`src/rtl/ifetch_unit.sv`:
```
// ifetch_unit: instruction-fetch stage of the multicycle MIPS core.
// Holds the PC, issues one word read at a time to instruction memory,
// registers the returned word, and hands it to decode with valid/ready.
// Redirects from branch/jump resolution reload the PC and flush any
// in-flight fetch (its response is dropped when it arrives).
//
// Ports:
//   clk, rst_n                 clock, synchronous active-low reset
//   imem_req/imem_addr         fetch request and address (address == pc)
//   imem_ready                 memory accepts request (req & ready)
//   imem_rvalid/imem_rdata     returned instruction word
//   instr_valid/instr_ready    handoff to decode (valid & ready)
//   instr/instr_pc             fetched word and its address
//   opcode/funct               instr[31:26] / instr[5:0]
//   redirect_valid/_pc         load new PC (highest priority)
//   misalign_err               one-cycle pulse on a misaligned redirect target
//   fetch_count                completed handoffs
module ifetch_unit #(
  parameter logic [31:0] RESET_PC = 32'h0000_0000
) (
  input  logic        clk,
  input  logic        rst_n,
  output logic        imem_req,
  output logic [31:0] imem_addr,
  input  logic        imem_ready,
  input  logic        imem_rvalid,
  input  logic [31:0] imem_rdata,
  output logic        instr_valid,
  input  logic        instr_ready,
  output logic [31:0] instr,
  output logic [31:0] instr_pc,
  output logic [5:0]  opcode,
  output logic [5:0]  funct,
  input  logic        redirect_valid,
  input  logic [31:0] redirect_pc,
  output logic        misalign_err,
  output logic [31:0] fetch_count
);

  localparam int unsigned XLEN = 32;

  typedef enum logic [1:0] {
    S_IDLE  = 2'd0,
    S_FETCH = 2'd1,
    S_WAIT  = 2'd2,
    S_FULL  = 2'd3
  } state_e;

  state_e          state_q, state_d;
  logic [XLEN-1:0] pc_q, pc_d;
  logic            drop_q, drop_d;
  logic            req_q, req_d;
  logic [XLEN-1:0] instr_q, instr_d;
  logic [XLEN-1:0] ipc_q, ipc_d;
  logic            valid_q, valid_d;
  logic [XLEN-1:0] cnt_q, cnt_d;
  logic            mis_q, mis_d;

  // State and datapath registers
  always_ff @(posedge clk) begin
    if (!rst_n) begin
      state_q <= S_IDLE;
      pc_q    <= RESET_PC;
      drop_q  <= 1'b0;
      req_q   <= 1'b0;
      instr_q <= '0;
      ipc_q   <= '0;
      valid_q <= 1'b0;
      cnt_q   <= '0;
      mis_q   <= 1'b0;
    end else begin
      state_q <= state_d;
      pc_q    <= pc_d;
      drop_q  <= drop_d;
      req_q   <= req_d;
      instr_q <= instr_d;
      ipc_q   <= ipc_d;
      valid_q <= valid_d;
      cnt_q   <= cnt_d;
      mis_q   <= mis_d;
    end
  end

  // Next-state logic; a redirect overrides every other event this cycle
  always_comb begin
    state_d = state_q;
    pc_d    = pc_q;
    drop_d  = drop_q;
    instr_d = instr_q;
    ipc_d   = ipc_q;
    valid_d = valid_q;
    cnt_d   = cnt_q;
    mis_d   = 1'b0;

    if (redirect_valid) begin
      pc_d    = {redirect_pc[XLEN-1:2], 2'b00};
      mis_d   = |redirect_pc[1:0];
      valid_d = 1'b0;
      case (state_q)
        S_IDLE:  state_d = S_FETCH;
        // Old-address request accepted this cycle: its response must be dropped
        S_FETCH: begin
          if (imem_ready) begin
            state_d = S_WAIT;
            drop_d  = 1'b1;
          end
        end
        // Response arriving now is the stale one; it consumes the drop
        S_WAIT: begin
          if (imem_rvalid) begin
            state_d = S_FETCH;
            drop_d  = 1'b0;
          end else begin
            drop_d  = 1'b1;
          end
        end
        S_FULL:  state_d = S_FETCH;
        default: state_d = S_IDLE;
      endcase
    end else begin
      case (state_q)
        S_IDLE:  state_d = S_FETCH;
        S_FETCH: begin
          if (imem_ready) state_d = S_WAIT;
        end
        S_WAIT: begin
          if (imem_rvalid) begin
            if (drop_q) begin
              drop_d  = 1'b0;
              state_d = S_FETCH;
            end else begin
              instr_d = imem_rdata;
              ipc_d   = pc_q;
              valid_d = 1'b1;
              pc_d    = pc_q + XLEN'(4);
              state_d = S_FULL;
            end
          end
        end
        S_FULL: begin
          if (instr_ready) begin
            valid_d = 1'b0;
            cnt_d   = cnt_q + XLEN'(1);
            state_d = S_FETCH;
          end
        end
        default: state_d = S_IDLE;
      endcase
    end

    // Request is asserted exactly while the registered state is FETCH
    req_d = (state_d == S_FETCH);
  end

  assign imem_req     = req_q;
  assign imem_addr    = pc_q;
  assign instr_valid  = valid_q;
  assign instr        = instr_q;
  assign instr_pc     = ipc_q;
  assign opcode       = instr_q[31:26];
  assign funct        = instr_q[5:0];
  assign misalign_err = mis_q;
  assign fetch_count  = cnt_q;

endmodule

```
`config.mk`:
```
export PLATFORM = sky130hd
export DESIGN_NAME = ifetch_unit
export DESIGN_NICKNAME = d
export VERILOG_FILES = /design/src/rtl/ifetch_unit.sv
export SDC_FILE = /design/constraint.sdc
export NUM_CORES = 1
export LEC_CHECK = 0
export BUFFER_PORTS_ARGS = -buffer_cell sky130_fd_sc_hd__buf_2
export CAP_MARGIN = 40
export CORE_MARGIN = 5
export CORE_UTILIZATION = 37
export DETAILED_ROUTE_END_ITERATION = 8
export PLACE_DENSITY_LB_ADDON = 0.05
export SYNTH_ARGS = -nofsm -noshare
export SYNTH_HDL_FRONTEND = slang
export SYNTH_SLANG_ARGS = --single-unit
```
`constraint.sdc`:
```
create_clock -name clk -period 2.2 [get_ports clk]
set_clock_uncertainty 0.1 [all_clocks]
set_input_delay 0.22 -clock clk [delete_from_list [all_inputs] [get_ports clk]]
set_output_delay 0.22 -clock clk [all_outputs]
set_load 0.03 [all_outputs]
```
# After elaboration in Yosys (flattened, before gate mapping)
# Index checks and enable logic that the tools add are counted.
[word_totals]
reg_bits = 134
inputBits = 70
[classes]
n_reduce_logical = 15
n_bitwise = 3
muxes = 22
n_eq_ne = 9
addsub = 2
[ops]
columns = ["op", "n"]
rows = [
  ["$mux 32", 4],
  ["$add 32x1->32 const B", 1],
  ["$add 32x3->32 const B", 1],
  ["$mux 2", 6],
  ["$reduce_and 4->1", 3],
  ["$reduce_and 3->1", 3],
  ["$mux 1", 8],
  ["$ne 2x2->1 const B", 4],
  ["$pmux 2 s4", 1],
  ["$reduce_bool 2->1", 4],
  ["$pmux 2 s3", 1],
  ["$reduce_or 2->1", 3],
  ["$eq 2x1->1 const B", 2],
  ["$eq 2x2->1 const B", 2],
  ["$pmux 1 s2", 2],
  ["$ne 3x3->1 const B", 1],
  ["$not 1->1", 3],
  ["$logic_not 2->1", 1],
  ["$reduce_and 2->1", 1],
]

# Logic depth before layout (Yosys ltp)
[logic_depth]
word_depth = 5
depth_mapped = 8
ltp_nobuf = 7

# Worst setup path before layout
# Ideal clock, no wire load.
[synth_timing]
path_kind = "register to register"
from = "register pc_q[2], in the netlist imem_addr[2]"
to = "register pc_q[30], in the netlist imem_addr[30]"
path_stages_with_launch = 8
path_buffers = 1
arrival_ns = 2.016
path_slack_ns = -0.036
setup_ns = 0.119
synth_period_minus_slack_ns = 2.236
path_cell_list = "dfxtp_1 ha_1 nand4b_2 or4_4 buf_6 nor4_4 xnor2_1 a21oi_1"
[synth_between]
elab_chain_cells = 5
[synth_lines]
columns = ["element", "line_no", "text"]
rows = [
  ["start: declaration", "50", "logic [XLEN-1:0] pc_q, pc_d;"],
  ["start signal: assignment", "73", "pc_q <= pc_d;"],
  ["$add 32x3->32", "135", "pc_d = pc_q + XLEN'(4);"],
  ["$mux 32", "128", "if (drop_q) begin"],
  ["$mux 32", "127", "if (imem_rvalid) begin"],
  ["$mux 32", "121", "case (state_q)"],
  ["$mux 32", "95", "if (redirect_valid) begin"],
]
# No other way between the ends. The select of a mux whose other input is x is not followed.
# A chain may end at the register's enable or synchronous reset.

# Final worst setup path
[layout_timing]
from = "register state_q[0]"
to = "register pc_q[30], in the netlist imem_addr[30]"
[layout_between]
elab_chain_cells = 3
[layout_lines]
columns = ["element", "line_no", "text"]
rows = [
  ["start: declaration", "49", "state_e state_q, state_d;"],
  ["start signal: assignment", "72", "state_q <= state_d;"],
  ["$eq 2x2->1", "121", ""],
  ["$reduce_bool 2->1 (no line)", "--", ""],
  ["$reduce_and 3->1 (no line)", "--", ""],
]
# No other way between the ends.

==> run summary <==
CP delay by family, top -> simple AND/OR/NAND/NOR gates
Number of synthesized flops with an enable pin -> 0
Mean area per synthesized cell -> 8.09 sq um
Final Power -> 6.04 mW
# diodes -> 0
Crit-path max cell delay -> 580 ps
Library cells used by synthesis -> 50
Wirelength, routed -> 17,800 microns
Flop pwr share -> 0.411
Synth area leader -> dfxtp_1
Number of synthesized register bits -> 130
CP endpoint kind -> flop
Synth-to-layout area growth -> 43.3%
Hold Fails Final Rpt -> 0
Crit path required time -> 2380 ps
Starting Density -> 0.377
Clk pin slew, worst setup/hold paths -> 60 ps
Leakage -> 3.54 nW
Mapped Area -> 0.00576 sq mm
Post-CTS setup repair buffer count -> 0
RSZ-0062 raised after global routing -> true
Sequential element share of the synthesized area -> 0.452
HPWL Detailed -> 12,800 microns
First-pass GRT wire length -> 28,200 microns
Clock Path Buffers -> 2
Synth area leaders -> dfxtp_1, nand2_1, a21oi_1
Sw Ratio -> 0.244
Final setup margin -> 84.7 ps
Ys flop type -> dfxtp_1
VDD IR max -> 0.493 mV
CTS H-tree lvls -> 4
GP Congestion -> 0.812
Pin count of the biggest net entering global routing -> 59
Die ar. -> 0.0182 sq mm
Fill count -> 1,485
Row count -> 45
CTS tree -> yes
Setup WS pre-CTS -> 63.6 ps
Synth top area share -> 0.452
IO buf count -> 208
Yosys warning count -> 0
Area of the core -> 0.0153 sq mm
Final #Nets -> 1,050
Logic pwr share -> 0.098
Final Slew Violations -> 0
Critical setup path kind -> reg -> reg
Total gr overflow -> 0
Setup violators final -> 0
Bufs and invs on worst path -> 1
NetSw -> 1.47 mW
Clock power share -> 0.491
Vias in the first global route -> 5,624
Initial antenna violation count -> 0
CP cell instances -> inv_1, ha_1, nand4b_2, or4_4, nor4_4, xnor2_1, a21oi_1
Synth Instances -> 712
Max cap viols -> 0
Vias per inst -> 4.89
Crit-path slowest cell -> or4_4
Residual DRC count -> 0
Num CTS Buffers -> 17
Register area -> 0.00261 sq mm
Ys async rst share -> 0
Root Buffer -> clkbuf_16
CP startpoint kind -> flop
Multi-input gate area -> 0.00284 sq mm
Final worst path period share -> 0.962
Worst skew pair latency -> 410 ps
Die width -> 135 microns
Clk sinks -> 130
Drt wl/cell -> 14.9 microns
Fmax -> 473 MHz
Antenna Nets Post-Route -> 0
DR pass1 iterations -> 4
DIE HEIGHT -> 135 microns
Critical path fanouts, max -> 7
Status -> completed
Int Power -> 4.57 mW
Total GRT Usage -> 0.192
Vias -> 5,851
Share of cells above drive strength 1 -> 0.292
CP arrival -> 2290 ps
Initial DRC count -> 181
IO Count -> 213
Final min period -> 2120 ps
Power per cell area -> 732 mW/mm^2
Hold WC Path Type -> in -> reg
worst register-to-register path: cells and delay by family, from the launching register on:
| kind | cells | cell delay, ps |
|---|---|---|
| compound gates | 1 | 80 |
| xor+xnor | 1 | 140 |
| fa+ha+maj | 1 | 210 |
| buf+inv | 1 | 110 |
| flops | 1 | 340 |
| simple gates | 3 | 1000 |
routing by layer:
| layer | routed length, microns | global-route usage | part of all wire |
|---|---|---|---|
| met1 | 8230 | 0.248 | 0.46 |
| met5 | 0 | 0 | 0 |
| met2 | 8310 | 0.317 | 0.47 |
| met4 | 239 | 0.0605 | 0.013 |
| met3 | 1030 | 0.0455 | 0.058 |
cells in the mapped netlist (all sizes together), types with 2 or more instances:
library cell / count
xor2: 22
buf: 23
and3: 8
nand4b: 2
nand2: 154
o21ai: 38
a211oi: 4
nand4: 19
or4: 6
nor4: 3
and4: 8
ha: 8
o31ai: 3
a31oi: 3
and2: 6
or3: 8
clkbuf: 30
and4b: 2
dfxtp: 130
a21oi: 99
xnor2: 25
nand3: 22
nor2: 37
nor3: 20
inv: 15
nor2b: 5
stage by stage:
step / instances / setup TNS, ps / util / hold WS, ps / cell area [sq um]
floorplan: 715 / 0 / - / 256 / 5770
global placement: 1104 / 0 / 0.458 / 340 / 6990
detailed placement: 1104 / 0 / 0.458 / 344 / 6990
CTS: 1196 / 0 / 0.539 / 7.44 / 8230
global route: 1196 / -13.5 / 0.541 / 35.1 / 8250
finish: 1196 / 0 / 0.541 / 26.1 / 8250
layout by cell type (no fill, tap or decap), types with 5 or more instances in the layout:
cell | netlist | routed
buf_4 | 16 | 22
nor3_1 | 19 | 17
and4_2 | 3 | 5
nand2_1 | 154 | 154
nand3_1 | 20 | 19
buf_2 | 3 | 208
o21ai_0 | 38 | 38
xor2_1 | 22 | 22
clkbuf_16 | 0 | 17
xnor2_1 | 25 | 25
a21oi_1 | 99 | 99
nor2b_1 | 5 | 5
inv_1 | 15 | 14
and2_1 | 5 | 5
nand4_1 | 17 | 17
ha_1 | 8 | 8
nor2_1 | 37 | 36
and3_1 | 8 | 7
dlygate4sd3_1 | 0 | 60
dfxtp_1 | 130 | 126
or4_1 | 5 | 5
or3_1 | 8 | 8
final timing paths:
kind                                       from             to  slack, ps  cells past startpoint
worst max-delay path                 state_q[0]  imem_addr[30]         80                      7
worst min-delay path            redirect_pc[21]  imem_addr[21]         30                      3
worst max register to register       state_q[0]  imem_addr[30]         80                      7
worst min register to register        instr[11]      instr[11]        350                      2
logic make-up (layout without fill, tap and decap cells):
group,Yosys count,in the layout,synth area share
AOI/OAI and AO/OA,152,152,0.139
xor gates and xnor gates,47,47,0.0715
adders and majority gates,8,8,0.0174
buffers and inverters,70,340,0.0623
DFF,130,130,0.452
muxes,1,1,0.00174
other,1,4,0.000651
and+or+nand+nor,303,303,0.256
flip-flops by register name (all words and copies together), names as in the netlist:
| signal | flops |
|---|---|
| state_q | 2 |
| fetch_count | 32 |
| misalign_err | 1 |
| instr_pc | 30 |
| imem_req | 1 |
| imem_addr | 30 |
| drop_q | 1 |
| instr_valid | 1 |
| instr | 32 |
layout make-up:
| class | count | share of cell area |
|---|---|---|
| multi-input combinational | 515 | 0.344 |
| sequential | 130 | 0.316 |
| timing repair buffer | 292 | 0.224 |
| tap | 211 | 0.0320 |
| clock inverter | 11 | 0.0185 |
| inverter | 16 | 0.00743 |
| clock buffer | 21 | 0.0582 |
power groups by stage:
stage	Sequential [mW]	Clock, mW	Combinational (mW)
global route	2.49	3.15	0.647
floorplan	2.63	0	0.213
detailed placement	2.54	0	0.511
global placement	2.53	0	0.506
CTS	2.48	3.04	0.597
finish	2.48	2.96	0.595
repair_timing:
action	4_1_cts	5_1_grt
hold buffers	60	0
endpoints found under the setup margin	0	9
gates resized for setup	0	8
endpoints found under the hold margin	59	0
(Power assumes the default switching activity.)
